File: src/rtl/serial_pkg.sv
// Shared definitions for the serializer family: state encoding and the
// counter-width helper, reused by the PISO stage and a future SIPO stage.
package serial_pkg;

  localparam logic ST_IDLE  = 1'b0;
  localparam logic ST_SHIFT = 1'b1;

  // Ceiling log2. Returns 0 for values <= 1.
  function automatic int clog2(input int value);
    int result;
    result = 0;
    for (int i = 0; i < 31; i++) begin
      if ((1 << i) < value) result = i + 1;
    end
    return result;
  endfunction

  // A bit counter needs at least one bit even for degenerate widths.
  function automatic int cnt_width(input int width);
    return (clog2(width) < 1) ? 1 : clog2(width);
  endfunction

endpackage

File: src/rtl/piso_shift_core.sv
// Shift register and bit counter of the PISO serializer, plus the serial
// output mux. The top decides when to load; this block just executes.
module piso_shift_core
  import serial_pkg::*;
#(
  parameter int WIDTH     = 4,
  parameter bit MSB_FIRST = 1'b1,
  localparam int CW       = cnt_width(WIDTH)
) (
  input  logic             clk,
  input  logic             reset,
  input  logic             load,
  input  logic             active,
  input  logic [WIDTH-1:0] load_word,
  output logic             serial_out,
  output logic [CW-1:0]    cnt,
  output logic             cnt_last
);

  logic [WIDTH-1:0] sh;
  logic [WIDTH-1:0] sh_shifted;

  // Move every bit one place toward the output end, zero-filling the far end.
  for (genvar gi = 0; gi < WIDTH; gi++) begin : g_shift
    if (MSB_FIRST) begin : g_msb
      if (gi == 0) begin : g_fill
        assign sh_shifted[gi] = 1'b0;
      end else begin : g_move
        assign sh_shifted[gi] = sh[gi-1];
      end
    end else begin : g_lsb
      if (gi == WIDTH - 1) begin : g_fill
        assign sh_shifted[gi] = 1'b0;
      end else begin : g_move
        assign sh_shifted[gi] = sh[gi+1];
      end
    end
  end

  assign cnt_last = (cnt == CW'(WIDTH - 1));

  always_ff @(posedge clk) begin
    if (reset) begin
      sh  <= '0;
      cnt <= '0;
    end else if (load) begin
      sh  <= load_word;
      cnt <= '0;
    end else if (active) begin
      sh  <= sh_shifted;
      cnt <= cnt_last ? '0 : cnt + 1'b1;
    end
  end

  assign serial_out = active ? (MSB_FIRST ? sh[WIDTH-1] : sh[0]) : 1'b0;

endmodule

File: src/rtl/piso_serializer.sv
// Parallel-in serial-out serializer with valid/ready input and a one-word
// holding buffer so consecutive frames stream without an idle bit.
module piso_serializer
  import serial_pkg::*;
#(
  parameter int WIDTH     = 4,
  parameter bit MSB_FIRST = 1'b1
) (
  input  logic             clk,
  input  logic             reset,
  input  logic [WIDTH-1:0] data,
  input  logic             data_valid,
  output logic             data_ready,
  output logic             serial_out,
  output logic             serial_valid,
  output logic             frame_start,
  output logic             frame_end,
  output logic             busy
);

  localparam int CW = cnt_width(WIDTH);

  logic             state;
  logic [WIDTH-1:0] hold;
  logic             hold_v;
  logic [CW-1:0]    cnt;
  logic             cnt_last;
  logic             transfer;
  logic             last;
  logic             load_edge;
  logic             load;
  logic [WIDTH-1:0] load_word;

  assign data_ready = !hold_v;
  assign transfer   = data_valid && data_ready;
  assign last       = (state == ST_SHIFT) && cnt_last;
  assign load_edge  = (state == ST_IDLE) || last;
  // A held word always has priority over a bypass so ordering is preserved.
  assign load       = load_edge && (hold_v || transfer);
  assign load_word  = hold_v ? hold : data;

  always_ff @(posedge clk) begin
    if (reset) begin
      state  <= ST_IDLE;
      hold   <= '0;
      hold_v <= 1'b0;
    end else if (load_edge) begin
      state <= load ? ST_SHIFT : ST_IDLE;
      if (hold_v) begin
        hold_v <= transfer;
        if (transfer) hold <= data;
      end
    end else if (transfer) begin
      hold   <= data;
      hold_v <= 1'b1;
    end
  end

  piso_shift_core #(
    .WIDTH     (WIDTH),
    .MSB_FIRST (MSB_FIRST)
  ) u_core (
    .clk        (clk),
    .reset      (reset),
    .load       (load),
    .active     (state == ST_SHIFT),
    .load_word  (load_word),
    .serial_out (serial_out),
    .cnt        (cnt),
    .cnt_last   (cnt_last)
  );

  assign serial_valid = (state == ST_SHIFT);
  assign frame_start  = (state == ST_SHIFT) && (cnt == '0);
  assign frame_end    = last;
  assign busy         = (state == ST_SHIFT) || hold_v;

endmodule

File: config.mk
export PLATFORM = sky130hd
export DESIGN_NAME = piso_serializer
export DESIGN_NICKNAME = d
export VERILOG_FILES = /design/src/rtl/serial_pkg.sv /design/src/rtl/piso_shift_core.sv /design/src/rtl/piso_serializer.sv
export SDC_FILE = /design/constraint.sdc
export NUM_CORES = 1
export LEC_CHECK = 0
export BUFFER_PORTS_ARGS = -buffer_cell sky130_fd_sc_hd__clkbuf_2
export CAP_MARGIN = 20
export CORE_AREA = 2 2 39 41
export CTS_BUF_LIST = sky130_fd_sc_hd__clkbuf_4 sky130_fd_sc_hd__clkbuf_8
export CTS_CLUSTER_DIAMETER = 120
export CTS_CLUSTER_SIZE = 24
export DETAILED_ROUTE_END_ITERATION = 8
export DIE_AREA = 0 0 41 43
export GPL_ROUTABILITY_DRIVEN = 0
export PLACE_DENSITY = 0.78
export RECOVER_POWER = 50
export SLEW_MARGIN = 20
export SYNTH_ARGS = -nofsm -noshare
export SYNTH_HDL_FRONTEND = slang
export SYNTH_HIERARCHICAL = 1
export SYNTH_SLANG_ARGS = --single-unit
File: constraint.sdc
create_clock -name clk -period 5 [get_ports clk]
set_clock_uncertainty 0.2 [all_clocks]
set_input_delay 0.75 -clock clk [delete_from_list [all_inputs] [get_ports clk]]
set_output_delay 0.75 -clock clk [all_outputs]
set_load 0.1 [all_outputs]
==> results of run 1 <==
[final timing paths]
kind	from	end	slack [ps]	cells after the start
max	serial_valid	frame_start	2470	2
min	hold[0]	hold[0]	270	2
max reg2reg	u_core/cnt[0]	hold[0]	3020	3
min reg2reg	hold[0]	hold[0]	270	2
[report_power, final]
group | internal (µW) | total [µW] | switching (µW)
Sequential | 102 | 107 | 5.62
Clock | 44.3 | 77.2 | 32.9
Combinational | 16.6 | 51.2 | 34.6
[area by class of cell]
cell class,count,area (µm²),area share
clock buffers,4,36.3,0.0514
inverters,2,7.51,0.0106
multi-input cells,44,342,0.484
flip-flops and latches,12,240,0.340
well taps,16,20.0,0.0284
repair buffers,12,60.1,0.0851
[per-layer routing]
metal	GRT usage	wire, µm	up-vias
met3	0.0942	76	2
li1	-	-	237
met4	0.0800	17	0
met5	0	0	-
met1	0.175	459	199
met2	0.175	426	13
[critical path, cell delays in order, from the launching register on]
cell	delay, ps
dfxtp_1	590
nor3b_1	230
clkbuf_2	480
[state kept, by name, indices dropped and copies added (netlist names)]
register / cells
hold: 4
serial_valid: 1
u_core/sh: 4
u_core/cnt: 2
hold_v: 1
[stage by stage]
stage / worst slack [ps] / hold slack (ps) / total power (µW) / utilization / instance area [µm²]
after floorplan: 730 / 245 / 156 / - / 642
after detailed placement: 2760 / 267 / 162 / 0.495 / 684
after global placement: 2780 / 256 / 162 / 0.495 / 684
after global routing: 2360 / 287 / 250 / 0.510 / 706
final: 2470 / 273 / 236 / 0.510 / 706
after CTS: 2440 / 278 / 242 / 0.521 / 721
[logic make-up (layout without fill, tap and decap cells)]
| kind of cell | count (synthesis) | in the layout | share of synthesized area |
|---|---|---|---|
| adders and majority gates | 1 | 1 | 0.0195 |
| DFF | 12 | 12 | 0.374 |
| and+or+nand+nor | 25 | 25 | 0.271 |
| AOI/OAI and AO/OA | 6 | 6 | 0.0702 |
| buffers and inverters | 6 | 18 | 0.0702 |
| muxes | 12 | 12 | 0.195 |
[placed cells by master, fill, tap and decap left out]
master	count
or2_2	1
clkbuf_2	12
nor4bb_1	1
and2_1	2
or3b_1	2
clkbuf_8	1
mux2i_1	8
clkbuf_4	3
ha_1	1
a211oi_1	3
inv_1	2
nor2b_1	4
a21oi_1	2
mux2_2	4
nor2_1	1
nor3_1	2
nand2b_1	10
a211oi_2	1
dfxtp_1	12
nand2_1	1
nor3b_1	1
==> qor.csv, run 1 <==
metric,value,unit
criticalPathCategory,reg2out,
antenna_cells,0,
yosysMostFrequentCell,dfxtp_1,
fin_tns_setup,0,ps
hold_viol,0,
start_util,0.464,
critPathCaptureType,primary output,
ys.flop_type,dfxtp_1,
fin_nets,83,
dieArea,1760,µm²
slew_violations,0,
final_cells,90,
relSlewSlack,0.304,
dr_total_vias,451,
synth_area_leader_cell,dfxtp_1,
cap_violations,0,
first_pass_iters,2,
worstSetupStartpointType,flop,
grt_pass1_vias,372,
syn-num-nets,70,
layout-drive-gt1-share,0.297,
rows,14,
ios,13,
antenna_found_initial,0,
rsz0062_at_grt,false,
critPathRequiredTime,4050,ps
clk_latency,270,ps
synth_edf_count,0,
synth_top_area_frac,0.374,
min_period_over_period,0.506,
hold_buffers,0,
synth_common_cells,"12 x dfxtp_1, 10 x nand2b_1, 8 x mux2i_1",
cts_resized,0,
worst_pin_slew,1030,ps
cts_setup_buffers,0,
wirelength,978,µm
drt_iter0_markers,3,
cts_buffers,3,
grt_pass1_wl,1.57,mm
crit_path_max_fanout,14,
synth-seq-cells,12,
port_buffers,12,
cellPowerDensity,334,nW/µm²
outcome,"finished, final reports clean",
ir_drop,0.190,mV
cts_tree,done,
core_area,1380,µm²
grt.overflow.total,0,
grt_max_degree,17,
clk_pin_slew,70,ps
netlist_instances,62,
p_leak,0.000293,µW
grt_usage,0.141,
min_path_type,reg2reg,
async_flop_share,0,
wl_per_cell,10.9,µm
dpl.hpwl,697,µm
fmax,0.395,GHz
drtAntennaViolNets,0,
synth_cell_types,20,
cts_sinks,12,
synth_area_leaders,"dfxtp_1 37%, mux2i_1 12%, nand2b_1 9.7%",
syn_to_final_growth,9.94,%
drc,0,
dp_cells,86,
fill_cells,136,
min_period,2530,ps
h-tree-depth,1,
cts_buffer_depth,2,
cp_data_arrival_time,1580,ps
yosys_warnings,6,
avgSynthCellArea,10.4,µm²
netlist_area,642,µm²
die_width,41,µm
ys_seq_area_frac,0.374,
die_h,43,µm
ctsRootBufferMaster,clkbuf_4,
via_per_inst,5.01,
finalSetupViolCount,0,
Power figures use the tool's default switching activity.
==> inputs of run 2 (changes only) <==
clock period = 2.4 ns   (was 5 ns; I/O delays follow)
==> qor.csv, run 2 (synthesis results as in run 1) <==
metric,value,unit,change
hold_buffers,0,,unchanged
p_sw_frac,0.309,,-0.00160
dieArea,1760,µm²,unchanged
critPathCaptureType,primary output,,
port_buffers,12,,unchanged
multi_input_area,353,µm²,+3.3%
dr_total_vias,456,,+1.1%
clk_latency,260,ps,about the same
dpl.hpwl,794,µm,+14%
reg_top3,"hold: 4 flops, u_core/sh: 4 flops, u_core/cnt: 2 flops",,
fill_cells,140,,+2.9%
rsz0062_at_grt,false,,
antenna_found_initial,0,,unchanged
fmax,0.458,GHz,
grt.overflow.total,0,,unchanged
hold_viol,0,,unchanged
cts_setup_buffers,0,,unchanged
crit_path_max_fanout,14,,unchanged
cts_buffers,3,,unchanged
slew_violations,0,,unchanged
min_path_type,in2reg,,
final_core_util,0.518,,+0.00814
grt_max_degree,17,,unchanged
worstSetupStartpointType,flop,,
fin_nets,83,,unchanged
p_switching,152,µW,+110%
cp_data_arrival_time,1620,ps,+40 ps
rows,14,,unchanged
grt_usage,0.144,,+0.00289
ctsRootBufferMaster,clkbuf_4,,
clk_pin_slew,80,ps,about the same
antenna_cells,0,,unchanged
p_int,340,µW,+110%
min_period,2180,ps,
syn_to_final_growth,11.7,%,
drtAntennaViolNets,0,,unchanged
die_width,41,µm,unchanged
finalSetupViolCount,0,,unchanged
first_pass_iters,6,,+4
wl_per_cell,12.1,µm,+12%
ir_drop,0.290,mV,+53%
pwr-share-seq,0.458,,+0.003
ios,13,,unchanged
die_h,43,µm,unchanged
grt_pass1_wl,1.69,mm,+7.9%
pwr-share-clk,0.319,,-0.009
layout-drive-gt1-share,0.311,,+0.0135
cap_violations,0,,unchanged
start_util,0.464,,unchanged
grt_pass1_vias,434,,+17%
core_area,1380,µm²,unchanged
fin_tns_setup,0,ps,unchanged
relSlewSlack,0.238,,-0.0664
cellPowerDensity,687,nW/µm²,+110%
cts_sinks,12,,unchanged
outcome,"finished, final reports clean",,
min_period_over_period,0.909,,
via_per_inst,5.07,,+1.1%
cts_tree,done,,
critPathRequiredTime,1840,ps,-2210 ps
drt_iter0_markers,7,,+4
worst_pin_slew,1130,ps,+98.3 ps
drc,0,,unchanged
final_cell_mix,"12 x dfxtp_1, 12 x clkbuf_2, 10 x nand2b_1",,
wirelength,1.09,mm,+12%
h-tree-depth,1,,unchanged
p_comb_frac,0.223,,+0.006
criticalPathCategory,reg2out,,
seq_area,240,µm²,unchanged
cts_buffer_depth,2,,unchanged
cts_resized,0,,unchanged
p_leak,0.000297,µW,+1.2%
run 2: cell counts in the layout (fill, tap and decap cells not counted):
No cell type changed its count.
run 2: worst max-delay path, cell delays in order, from the launching register on:
cell and delay, ps:
dfxtp_1 630, nor3b_4 260, clkbuf_2 470
run 2: power groups by stage:
stage               registers [µW]  logic (µW)  clock network, µW
global placement               230         111                  0
detailed placement             231         112                  0
floorplan                      234        93.7                  0
global route                   228         118                173
finish                         225         110                157
CTS                            226         113                162
run 2: cell type report:
class / count / share of cell area
timing repair buffer: 12 / 0.0838
tap: 16 / 0.0279
multi-input combinational: 44 / 0.492
sequential: 12 / 0.335
inverter: 2 / 0.0105
clock buffer: 4 / 0.0506
run 2: path summary, 6_finish.rpt:
| kind | startpoint | end | slack, ps | depth (start not counted) |
|---|---|---|---|---|
| max | serial_valid | frame_start | 220 | 2 |
| min | data[2] | hold[2] | 140 | 3 |
| max reg2reg | serial_valid | hold[3] | 290 | 2 |
| min reg2reg | hold[2] | hold[2] | 270 | 2 |
run 2: stage by stage:
stage | std cells | setup WS [ps] | area [µm²] | hold WS [ps] | power, µW
after global routing | 90 | 119 | 717 | 152 | 519
after floorplan | 62 | 196 | 654 | 225 | 327
after detailed placement | 86 | 416 | 697 | 266 | 343
final | 90 | 218 | 717 | 142 | 492
after CTS | 90 | 278 | 733 | 143 | 500
after global placement | 86 | 528 | 697 | 256 | 341
run 2: metal layers:
metal  track usage  vias up  share of wire
met5             0        -              0
met3        0.0314        0          0.028
met4        0.0800        0              0
li1              -      236              -
met1         0.162      211           0.45
met2         0.234        9           0.52
